<file path="config.mk">
export PLATFORM = sky130hd
export DESIGN_NAME = uart_receiver
export DESIGN_NICKNAME = d
export VERILOG_FILES = /design/src/rtl/uart_pkg.sv /design/src/rtl/uart_rx_clk.sv /design/src/rtl/uart_receiver.sv
export SDC_FILE = /design/constraint.sdc
export NUM_CORES = 1
export LEC_CHECK = 0
export ABC_CLOCK_PERIOD_IN_PS = 2700
export BUFFER_PORTS_ARGS = -buffer_cell sky130_fd_sc_hd__buf_4
export CORE_ASPECT_RATIO = 1.5
export CORE_MARGIN = 1.5
export CORE_UTILIZATION = 50
export CTS_CLUSTER_SIZE = 25
export DETAILED_ROUTE_END_ITERATION = 16
export GPL_TIMING_DRIVEN = 0
export PLACE_DENSITY = 0.68
export SYNTH_ARGS = -nofsm -noshare
export SYNTH_HDL_FRONTEND = slang
export SYNTH_HIERARCHICAL = 1
export SYNTH_SLANG_ARGS = --single-unit
</file>
<file path="constraint.sdc">
create_clock -name clk -period 2.7 [get_ports clk]
set_clock_uncertainty 0.1 [all_clocks]
set_input_delay 0.405 -clock clk [delete_from_list [all_inputs] [get_ports clk]]
set_output_delay 0.405 -clock clk [all_outputs]
set_load 0.005 [all_outputs]
</file>
<file path="src/rtl/uart_pkg.sv">
// Shared constants, state encodings and divider helper for the UART receive path.
package uart_pkg;

  localparam int OVERSAMPLE = 16;
  localparam int DATA_BITS  = 8;
  localparam int MID_SAMPLE = 8;

  typedef logic [1:0] state_t;

  localparam logic [1:0] IDLE  = 2'd0;
  localparam logic [1:0] START = 2'd1;
  localparam logic [1:0] DATA  = 2'd2;
  localparam logic [1:0] STOP  = 2'd3;

  // Clocks per oversample tick, truncated.
  function automatic int calc_div(input int clk_hz, input int baud);
    return clk_hz / (baud * OVERSAMPLE);
  endfunction

endpackage

</file>
<file path="src/rtl/uart_rx_clk.sv">
// Oversample tick generator: one-clock tick every DIV clocks, restartable by clr.
// Tick is combinational from the count register; no handshake.
module uart_rx_clk #(
  parameter int DIV = 651
) (
  input  logic clk,
  input  logic reset,
  input  logic clr,
  output logic tick
);

  localparam int CW = (DIV > 1) ? $clog2(DIV) : 1;

  logic [CW-1:0] cnt;

  assign tick = (cnt == CW'(DIV - 1));

  always_ff @(posedge clk or negedge reset) begin
    if (!reset) begin
      cnt <= '0;
    end else if (clr || tick) begin
      cnt <= '0;
    end else begin
      cnt <= cnt + 1'b1;
    end
  end

endmodule

</file>
<file path="src/rtl/uart_receiver.sv">
// 8N1 UART receiver, 16x oversampled; byte lands one clock after the stop-bit mid-sample.
// No backpressure: a byte completing while the holding register is full is dropped and flagged.
module uart_receiver
  import uart_pkg::*;
#(
  parameter int CLK_HZ = 100_000_000,
  parameter int BAUD   = 9600
) (
  input  logic       clk,
  input  logic       reset,
  input  logic       rx_in,
  input  logic       rx_enable,
  input  logic       uld_rx_data,
  output logic [7:0] rx_data,
  output logic       rx_empty,
  output logic       rx_frame_err,
  output logic       rx_overrun
);

  localparam int DIV = calc_div(CLK_HZ, BAUD);

  logic       rs_meta, rs, rs_q;
  logic [1:0] prime;
  logic       uld_q;
  state_t     state;
  logic [3:0] sample_cnt;
  logic [2:0] bit_idx;
  logic [7:0] shreg;
  logic       tick, tick_clr, start_edge, uld_edge;
  logic       mid_start, bit_end, stop_done, good_frame, bad_frame;

  uart_rx_clk #(.DIV(DIV)) u_rx_clk (
    .clk   (clk),
    .reset (reset),
    .clr   (tick_clr),
    .tick  (tick)
  );

  // rs_q only reports a high once the synchronizer holds real line data,
  // so a line stuck low straight out of reset never looks like a start edge.
  always_ff @(posedge clk or negedge reset) begin
    if (!reset) begin
      rs_meta <= 1'b1;
      rs      <= 1'b1;
      prime   <= 2'b00;
      rs_q    <= 1'b0;
      uld_q   <= 1'b1;
    end else begin
      rs_meta <= rx_in;
      rs      <= rs_meta;
      prime   <= {prime[0], 1'b1};
      rs_q    <= rs & prime[1];
      uld_q   <= uld_rx_data;
    end
  end

  assign start_edge = rs_q & ~rs;
  assign tick_clr   = (state == IDLE) & rx_enable & start_edge;
  assign uld_edge   = uld_rx_data & ~uld_q;
  assign mid_start  = tick & (sample_cnt == 4'(MID_SAMPLE - 1));
  assign bit_end    = tick & (sample_cnt == 4'(OVERSAMPLE - 1));
  assign stop_done  = rx_enable & (state == STOP) & bit_end;
  assign good_frame = stop_done & rs;
  assign bad_frame  = stop_done & ~rs;

  always_ff @(posedge clk or negedge reset) begin
    if (!reset) begin
      state      <= IDLE;
      sample_cnt <= '0;
      bit_idx    <= '0;
      shreg      <= '0;
    end else if (!rx_enable) begin
      state <= IDLE;
    end else begin
      case (state)
        IDLE: begin
          if (start_edge) begin
            state      <= START;
            sample_cnt <= '0;
          end
        end
        START: begin
          if (mid_start) begin
            sample_cnt <= '0;
            bit_idx    <= '0;
            state      <= rs ? IDLE : DATA;
          end else if (tick) begin
            sample_cnt <= sample_cnt + 1'b1;
          end
        end
        DATA: begin
          if (bit_end) begin
            shreg[bit_idx] <= rs;
            sample_cnt     <= '0;
            if (bit_idx == 3'(DATA_BITS - 1)) begin
              state <= STOP;
            end else begin
              bit_idx <= bit_idx + 1'b1;
            end
          end else if (tick) begin
            sample_cnt <= sample_cnt + 1'b1;
          end
        end
        STOP: begin
          if (bit_end) begin
            sample_cnt <= '0;
            state      <= IDLE;
          end else if (tick) begin
            sample_cnt <= sample_cnt + 1'b1;
          end
        end
        default: state <= IDLE;
      endcase
    end
  end

  // Unload is applied before load, so a same-cycle unload frees the slot.
  always_ff @(posedge clk or negedge reset) begin
    if (!reset) begin
      rx_data      <= '0;
      rx_empty     <= 1'b1;
      rx_frame_err <= 1'b0;
      rx_overrun   <= 1'b0;
    end else begin
      if (uld_edge) begin
        rx_empty   <= 1'b1;
        rx_overrun <= 1'b0;
      end
      if (good_frame) begin
        if (rx_empty || uld_edge) begin
          rx_data      <= shreg;
          rx_empty     <= 1'b0;
          rx_frame_err <= 1'b0;
        end else begin
          rx_overrun <= 1'b1;
        end
      end
      if (bad_frame) begin
        rx_frame_err <= 1'b1;
      end
    end
  end

endmodule

</file>
==> results.json, run 1 <==
{
  "hpwlAfterDp_um": 2930,
  "timing.reg2reg.worst_path_depth": 9,
  "top_layer": "met4",
  "sequentialPowerShare": 0.578,
  "netlist_area_um2": 2160,
  "synthFlopType": "sky130_fd_sc_hd__dfrtp_1",
  "setup_total_negative_slack_ps": 0,
  "clkPwrFrac": 0.299,
  "cts_tree": "done",
  "worstHoldPathType": "primary input to asynchronous set/reset pin",
  "cts_buffers": 5,
  "placed_cells": 246,
  "synth.lib_cells_used.distinct": 54,
  "post_synth_most_frequent_cells": "sky130_fd_sc_hd__dfrtp_1, sky130_fd_sc_hd__mux2_1, sky130_fd_sc_hd__buf_2, sky130_fd_sc_hd__nor2_1",
  "timing.setup.critical_path_class": "flip-flop to flip-flop",
  "htree_levels": 2,
  "hold-worst-slack_ps": -15.0,
  "share_of_flip_flops_with_an_asynchronous_set_or_reset_after_synthesis": 1.00,
  "critical_path.startpoint_type": "flip-flop",
  "drt_iter0_markers": 50,
  "critical_path_peak_fanout": 10,
  "route.antenna.remaining_nets": 0,
  "post_synth_inst_count": 186,
  "fin_nets": 217,
  "met2RoutedLength_um": 2280,
  "post_cts_hold_buffer_count": 0,
  "vias": 1500,
  "synthesis.yosys.warnings": 6,
  "antenna-diode-count": 0,
  "global_route_wire_length_before_repair_um": 7270,
  "power.combinational.fraction": 0.123,
  "final.fill_count": 367,
  "initial_core_util": 0.517,
  "slew_limit_headroom": 0.638,
  "root_buffer_master": "sky130_fd_sc_hd__clkbuf_8",
  "wirelength_met1_um": 1570,
  "slew_limit_fails": 0,
  "cts_sinks": 44,
  "crit_path_end_kind": "flip-flop",
  "met3_wl_post_dr_um": 125,
  "power_switching_share": 0.277,
  "yosys.cell_count.top_type": "sky130_fd_sc_hd__dfrtp_1",
  "total_routing_usage_reported_by_global_routing": 0.194,
  "outcome": "finished with violations",
  "synth_top_area_share": 0.464,
  "postSynthAreaPerCell_um2": 11.6,
  "io_pins": 16,
  "vias_per_cell": 5.91,
  "die_extent_in_x_um": 56.6,
  "synth.top_cells.by_area": "sky130_fd_sc_hd__dfrtp_1, sky130_fd_sc_hd__mux2_1, sky130_fd_sc_hd__dfstp_2, sky130_fd_sc_hd__mux2_2, sky130_fd_sc_hd__ha_1",
  "clk_path_buf_depth": 2,
  "postSynthRegisterBits": 44,
  "floorplan.die_area_um2": 4720,
  "finalWorstPathRequiredPeriod_ps": 2400,
  "achievable-frequency_mhz": 417,
  "synth_seq_area_share": 0.513,
  "cts.clk_slew.worst_paths_ps": 80,
  "critical_path_required_ps": 2770,
  "power_leakage_uw": 0.00115,
  "cell_internal_pwr_uw": 956,
  "pin_count_of_the_biggest_net_entering_global_routing": 45,
  "wire_per_inst_um": 16.0,
  "max_cap_violations": 0,
  "finalHoldViolations": 8,
  "post_layout_nonfiller_instances": 254,
  "port_buffers": 14,
  "grt_antenna_before_repair": 0,
  "yosys_top_cell_by_area": "sky130_fd_sc_hd__dfrtp_1",
  "switchingPower_uw": 367,
  "grt_pass1_vias": 1594,
  "drt_drc_violations_left": 0,
  "die_y_um": 83.4,
  "peakVddDrop_uv": 520,
  "gpl.final_weighted_congestion": 0.819,
  "drive_above_1_share": 0.250,
  "areaGrowthSynthToFinish_pct": 12.3,
  "firstDrtPassIters": 4,
  "core_region_area_um2": 4170,
  "row_count": 29,
  "final_core_utilization": 0.580,
  "clk-insertion-delay-late_ps": 290,
  "worstPathArrival_ps": 2470,
  "count_of_flip_flops_with_a_built_in_enable_after_synthesis": 0,
  "fin_crit_sh": 0.888,
  "grt_setup_unrepaired": "false",
  "powerDensity_nw_per_um2": 547,
  "failed_checks": "negative hold slack",
  "gr-total-overflow": 0,
  "detail_route.wirelength_um": 4070,
  "final_setup_violation_count": 0,
  "synth_nets": 196,
  "worst_slew_pin_slew_ps": 543
}
## area by class of cell
cell class | count | area (um2) | share of cell area
inverters | 5 | 18.8 | 0.00775
flip-flops and latches | 44 | 1110 | 0.457
multi-input cells | 126 | 992 | 0.410
clock inverters | 2 | 12.5 | 0.00517
clock buffers | 6 | 72.6 | 0.0300
well taps | 46 | 57.6 | 0.0238
repair buffers | 14 | 105 | 0.0434
plain buffers | 11 | 56.3 | 0.0233
## repair_timing
| item | 4_1_cts | 5_1_grt |
|---|---|---|
| setup endpoints to repair | 0 | 17 |
| endpoints found under the hold margin | 0 | 0 |
| buffers inserted | 0 | 0 |
| resized for setup | 0 | 3 |
## cell usage in the layout, fill, tap and decap left out, types with 3 or more instances in the layout
cell type,instances
sky130_fd_sc_hd__buf_2,9
sky130_fd_sc_hd__and4_1,3
sky130_fd_sc_hd__o21ai_0,5
sky130_fd_sc_hd__nor3b_1,3
sky130_fd_sc_hd__or3_1,3
sky130_fd_sc_hd__xor2_1,3
sky130_fd_sc_hd__buf_4,15
sky130_fd_sc_hd__inv_1,5
sky130_fd_sc_hd__a21oi_1,5
sky130_fd_sc_hd__nor2_1,9
sky130_fd_sc_hd__ha_1,5
sky130_fd_sc_hd__nor3_1,5
sky130_fd_sc_hd__nand2_1,8
sky130_fd_sc_hd__nand3_1,7
sky130_fd_sc_hd__mux2_1,11
sky130_fd_sc_hd__dfstp_2,4
sky130_fd_sc_hd__mux2_2,7
sky130_fd_sc_hd__nor2b_1,5
sky130_fd_sc_hd__clkbuf_8,5
sky130_fd_sc_hd__dfrtp_1,40
## final timing paths
kind | startpoint | endpoint | slack [ps]
hold / removal | reset | rx_data[4] | -20
setup / recovery | u_rx_clk/cnt[0] | rx_data[1] | 300
max in group asynchronous | reset | rs | 2130
setup reg to reg | u_rx_clk/cnt[0] | rx_data[1] | 300
min in group clk | uld_rx_data | uld_q | 120
hold reg to reg | rs_meta | rs | 260
## critical path: stages, from the launching register on
cell,delay [ps]
sky130_fd_sc_hd__dfrtp_1,420
sky130_fd_sc_hd__inv_1,70
sky130_fd_sc_hd__ha_1,150
sky130_fd_sc_hd__nor4b_2,220
sky130_fd_sc_hd__and4_1,210
sky130_fd_sc_hd__buf_2,200
sky130_fd_sc_hd__and3_1,180
sky130_fd_sc_hd__buf_4,150
sky130_fd_sc_hd__o2111ai_4,210
sky130_fd_sc_hd__mux2_1,370
## metrics by stage
stage / setup WS [ps] / total power [uW] / cell area (um2)
finish: 303 / 1320 / 2420
global route: 143 / 1400 / 2420
CTS: 85.0 / 1330 / 2400
detailed placement: 93.4 / 931 / 2320
global placement: 88.9 / 919 / 2320
floorplan: 423 / 877 / 2160
## cells by family after synthesis
logic type / synth area share
flops: 0.513
other cells: 0.00174
fa+ha+maj: 0.0290
xor+xnor: 0.0163
buf+inv: 0.0348
mux: 0.103
compound gates: 0.103
simple gates: 0.198
## state kept, by name (all words and copies together), names as in the netlist
signal	count
u_rx_clk/cnt	10
rx_data	8
shreg	8
sample_cnt	4
bit_idx	3
prime	2
state	2
rs	1
rs_meta	1
rs_q	1
rx_empty	1
rx_frame_err	1
rx_overrun	1
uld_q	1
## per-layer routing
metal  track usage  vias up
met5             0        -
met4        0.0736        0
li1              -      719
met3        0.0327        8
met2         0.354       32
met1         0.219      741
## power groups by stage
| stage | logic, uW | registers, uW | clock network, uW |
|---|---|---|---|
| after floorplan | 117 | 760 | 0 |
| after global placement | 148 | 771 | 0 |
| after detailed placement | 158 | 773 | 0 |
| after CTS | 160 | 760 | 413 |
| after global routing | 185 | 774 | 440 |
| final | 163 | 764 | 396 |
No activity file was read; power rests on OpenSTA's default activity.
==> run 2, diff against run 1 <==
--- a/config.mk
+++ b/config.mk
@@ -9,11 +9,11 @@
 export BUFFER_PORTS_ARGS = -buffer_cell sky130_fd_sc_hd__buf_4
 export CORE_ASPECT_RATIO = 1.5
 export CORE_MARGIN = 1.5
-export CORE_UTILIZATION = 50
+export CORE_UTILIZATION = 23
 export CTS_CLUSTER_SIZE = 25
 export DETAILED_ROUTE_END_ITERATION = 16
 export GPL_TIMING_DRIVEN = 0
-export PLACE_DENSITY = 0.68
+export PLACE_DENSITY = 0.48
 export SYNTH_ARGS = -nofsm -noshare
 export SYNTH_HDL_FRONTEND = slang
 export SYNTH_HIERARCHICAL = 1
==> run 2 against run 1 <==
Compared with the run above:
- the flow still finishes with violations (negative hold slack)
- final cell count grew 26%
- flip-flop and latch count unchanged
- critical path depth down 1
- combinational power shrank 3%
- power grew 23%
- via count decreased by 1.5%
- first-iteration DRC count increased by 24%
- wire length is 4.5% higher
- sequential power about the same
- register-to-register slack worse by 20 ps
- utilization decreased by 30 points
- global-route usage down 9.8 points
- largest cell class unchanged
- largest power group unchanged
==> results.json, run 2 (synthesis gave the netlist of run 1 again) <==
{
  "outcome": "finished with violations",
  "failed_checks": "negative hold slack",
  "critical_path.startpoint_type": "flip-flop",
  "crit_path_end_kind": "flip-flop",
  "htree_levels": 2,
  "gr-total-overflow": 0,
  "die_y_um": 122,
  "peakVddDrop_uv": 347,
  "largestRegisters": "u_rx_clk/cnt (10), rx_data (8), shreg (8)",
  "r2r-start": "u_rx_clk/cnt[0]",
  "io_pins": 16,
  "finalHoldViolations": 3,
  "finalWorstPathRequiredPeriod_ps": 2420,
  "vias": 1477,
  "detail_route.wirelength_um": 4250,
  "cp_top_family": "simple AND/OR/NAND/NOR gates",
  "fin_crit_sh": 0.895,
  "fin_nets": 217,
  "vias_per_cell": 4.62,
  "setup_total_negative_slack_ps": 0,
  "worst_slew_pin_slew_ps": 571,
  "timing.reg2reg.worst_path_depth": 8,
  "final.fill_count": 964,
  "worstHoldPathType": "primary input to asynchronous set/reset pin",
  "largest_register_ffs": 10,
  "initial_core_util": 0.234,
  "slew_limit_headroom": 0.619,
  "die_extent_in_x_um": 82.1,
  "global_route_wire_length_before_repair_um": 7360,
  "route.antenna.remaining_nets": 0,
  "critical_path_peak_fanout": 10,
  "achievable-frequency_mhz": 414,
  "timing.setup.critical_path_class": "flip-flop to flip-flop",
  "row_count": 43,
  "drive_above_1_share": 0.264,
  "port_buffers": 14,
  "core_region_area_um2": 9200,
  "hpwlAfterDp_um": 3020,
  "powerDensity_nw_per_um2": 624,
  "clk-insertion-delay-late_ps": 280,
  "cts_sinks": 44,
  "floorplan.die_area_um2": 9980,
  "root_buffer_master": "sky130_fd_sc_hd__clkbuf_16",
  "cts.repair_timing.setup_buffer_count": 0,
  "grt_setup_unrepaired": "false",
  "firstDrtPassIters": 4,
  "worstPathArrival_ps": 2480,
  "final_cell_mix": "sky130_fd_sc_hd__dfrtp_1, sky130_fd_sc_hd__buf_4, sky130_fd_sc_hd__mux2_1",
  "total_routing_usage_reported_by_global_routing": 0.0961,
  "cp_slowest_stage_delay_ps": 420,
  "drt_drc_violations_left": 0,
  "slew_limit_fails": 0,
  "cts_buffers": 5,
  "hold-worst-slack_ps": -3.65,
  "critical_path_required_ps": 2770,
  "gpl.final_weighted_congestion": 0.754,
  "grt_antenna_before_repair": 0,
  "cts_tree": "done",
  "areaGrowthSynthToFinish_pct": 20.7,
  "critical_path.cell_chain": "inv_1 > ha_1 > nor4b_2 > and4_1 > buf_2 > nand3_2 > nor4_2 > mux2_1",
  "grt_pass1_vias": 1541,
  "pin_count_of_the_biggest_net_entering_global_routing": 45,
  "power_leakage_uw": 0.00119,
  "cts.clk_slew.worst_paths_ps": 70,
  "drt_iter0_markers": 62,
  "max_cap_violations": 0,
  "clk_path_buf_depth": 2,
  "max_flop_register": "u_rx_clk/cnt",
  "final_setup_violation_count": 0,
  "antenna-diode-count": 0,
  "p_total_uw": 1620,
  "worst_path_buf_inv": 2,
  "wire_per_inst_um": 13.3,
  "reg2reg_to": "shreg[0]",
  "final_common_cell": "sky130_fd_sc_hd__dfrtp_1",
  "critical-path-slowest-cell": "sky130_fd_sc_hd__dfrtp_1",
  "regToRegSetupSlack_ps": 280
}
## run 2: metal layers
metal / vias to the layer above / global-route usage / part of all wire
met4: 0 / 0.0403 / 0.020
met1: 726 / 0.112 / 0.42
met3: 6 / 0.0217 / 0.030
met5: - / 0 / 0
li1: 728 / - / -
met2: 17 / 0.166 / 0.53
## run 2: repair_timing
item,CTS,global route
endpoints found under the setup margin,3,11
hold buffers,0,0
resized for setup,0,5
## run 2: worst max-delay path by stage
stage / startpoint / endpoint / slack [ps] / depth (start not counted)
after global routing: u_rx_clk/cnt[0] / rx_data[7] / 60 / 9
after detailed placement: u_rx_clk/cnt[0] / shreg[1] / -50 / 8
after CTS: u_rx_clk/cnt[0] / shreg[1] / -50 / 8
after floorplan: u_rx_clk/cnt[0] / shreg[2] / 420 / 8
final: u_rx_clk/cnt[0] / shreg[0] / 280 / 8
after global placement: u_rx_clk/cnt[0] / shreg[1] / -30 / 8
## run 2: layout make-up
type | instances | area [um2] | share of cell area
Sequential cell | 44 | 1110 | 0.425
Multi-Input combinational cell | 126 | 1000 | 0.386
Tap cell | 112 | 140 | 0.0538
Clock buffer | 5 | 125 | 0.0481
Timing Repair Buffer | 14 | 105 | 0.0404
Buffer | 11 | 56.3 | 0.0216
Clock inverter | 3 | 46.3 | 0.0178
Inverter | 5 | 18.8 | 0.00721
## run 2: metrics by stage
| step | utilization | cells | worst slack [ps] | instance area (um2) |
|---|---|---|---|---|
| after floorplan | - | 186 | 423 | 2160 |
| final | 0.283 | 320 | 284 | 2600 |
| after global placement | 0.261 | 312 | -27.6 | 2400 |
| after CTS | 0.280 | 320 | -47.8 | 2570 |
| after global routing | 0.283 | 320 | 64.7 | 2600 |
| after detailed placement | 0.261 | 312 | -48.1 | 2400 |
## run 2: report_power, final
| group | leakage [uW] | switching [uW] | total, uW | internal, uW |
|---|---|---|---|---|
| Combinational | 0.000535 | 89.9 | 158 | 68.2 |
| Clock | 0.0000804 | 264 | 704 | 440 |
| Sequential | 0.000575 | 53.6 | 762 | 708 |
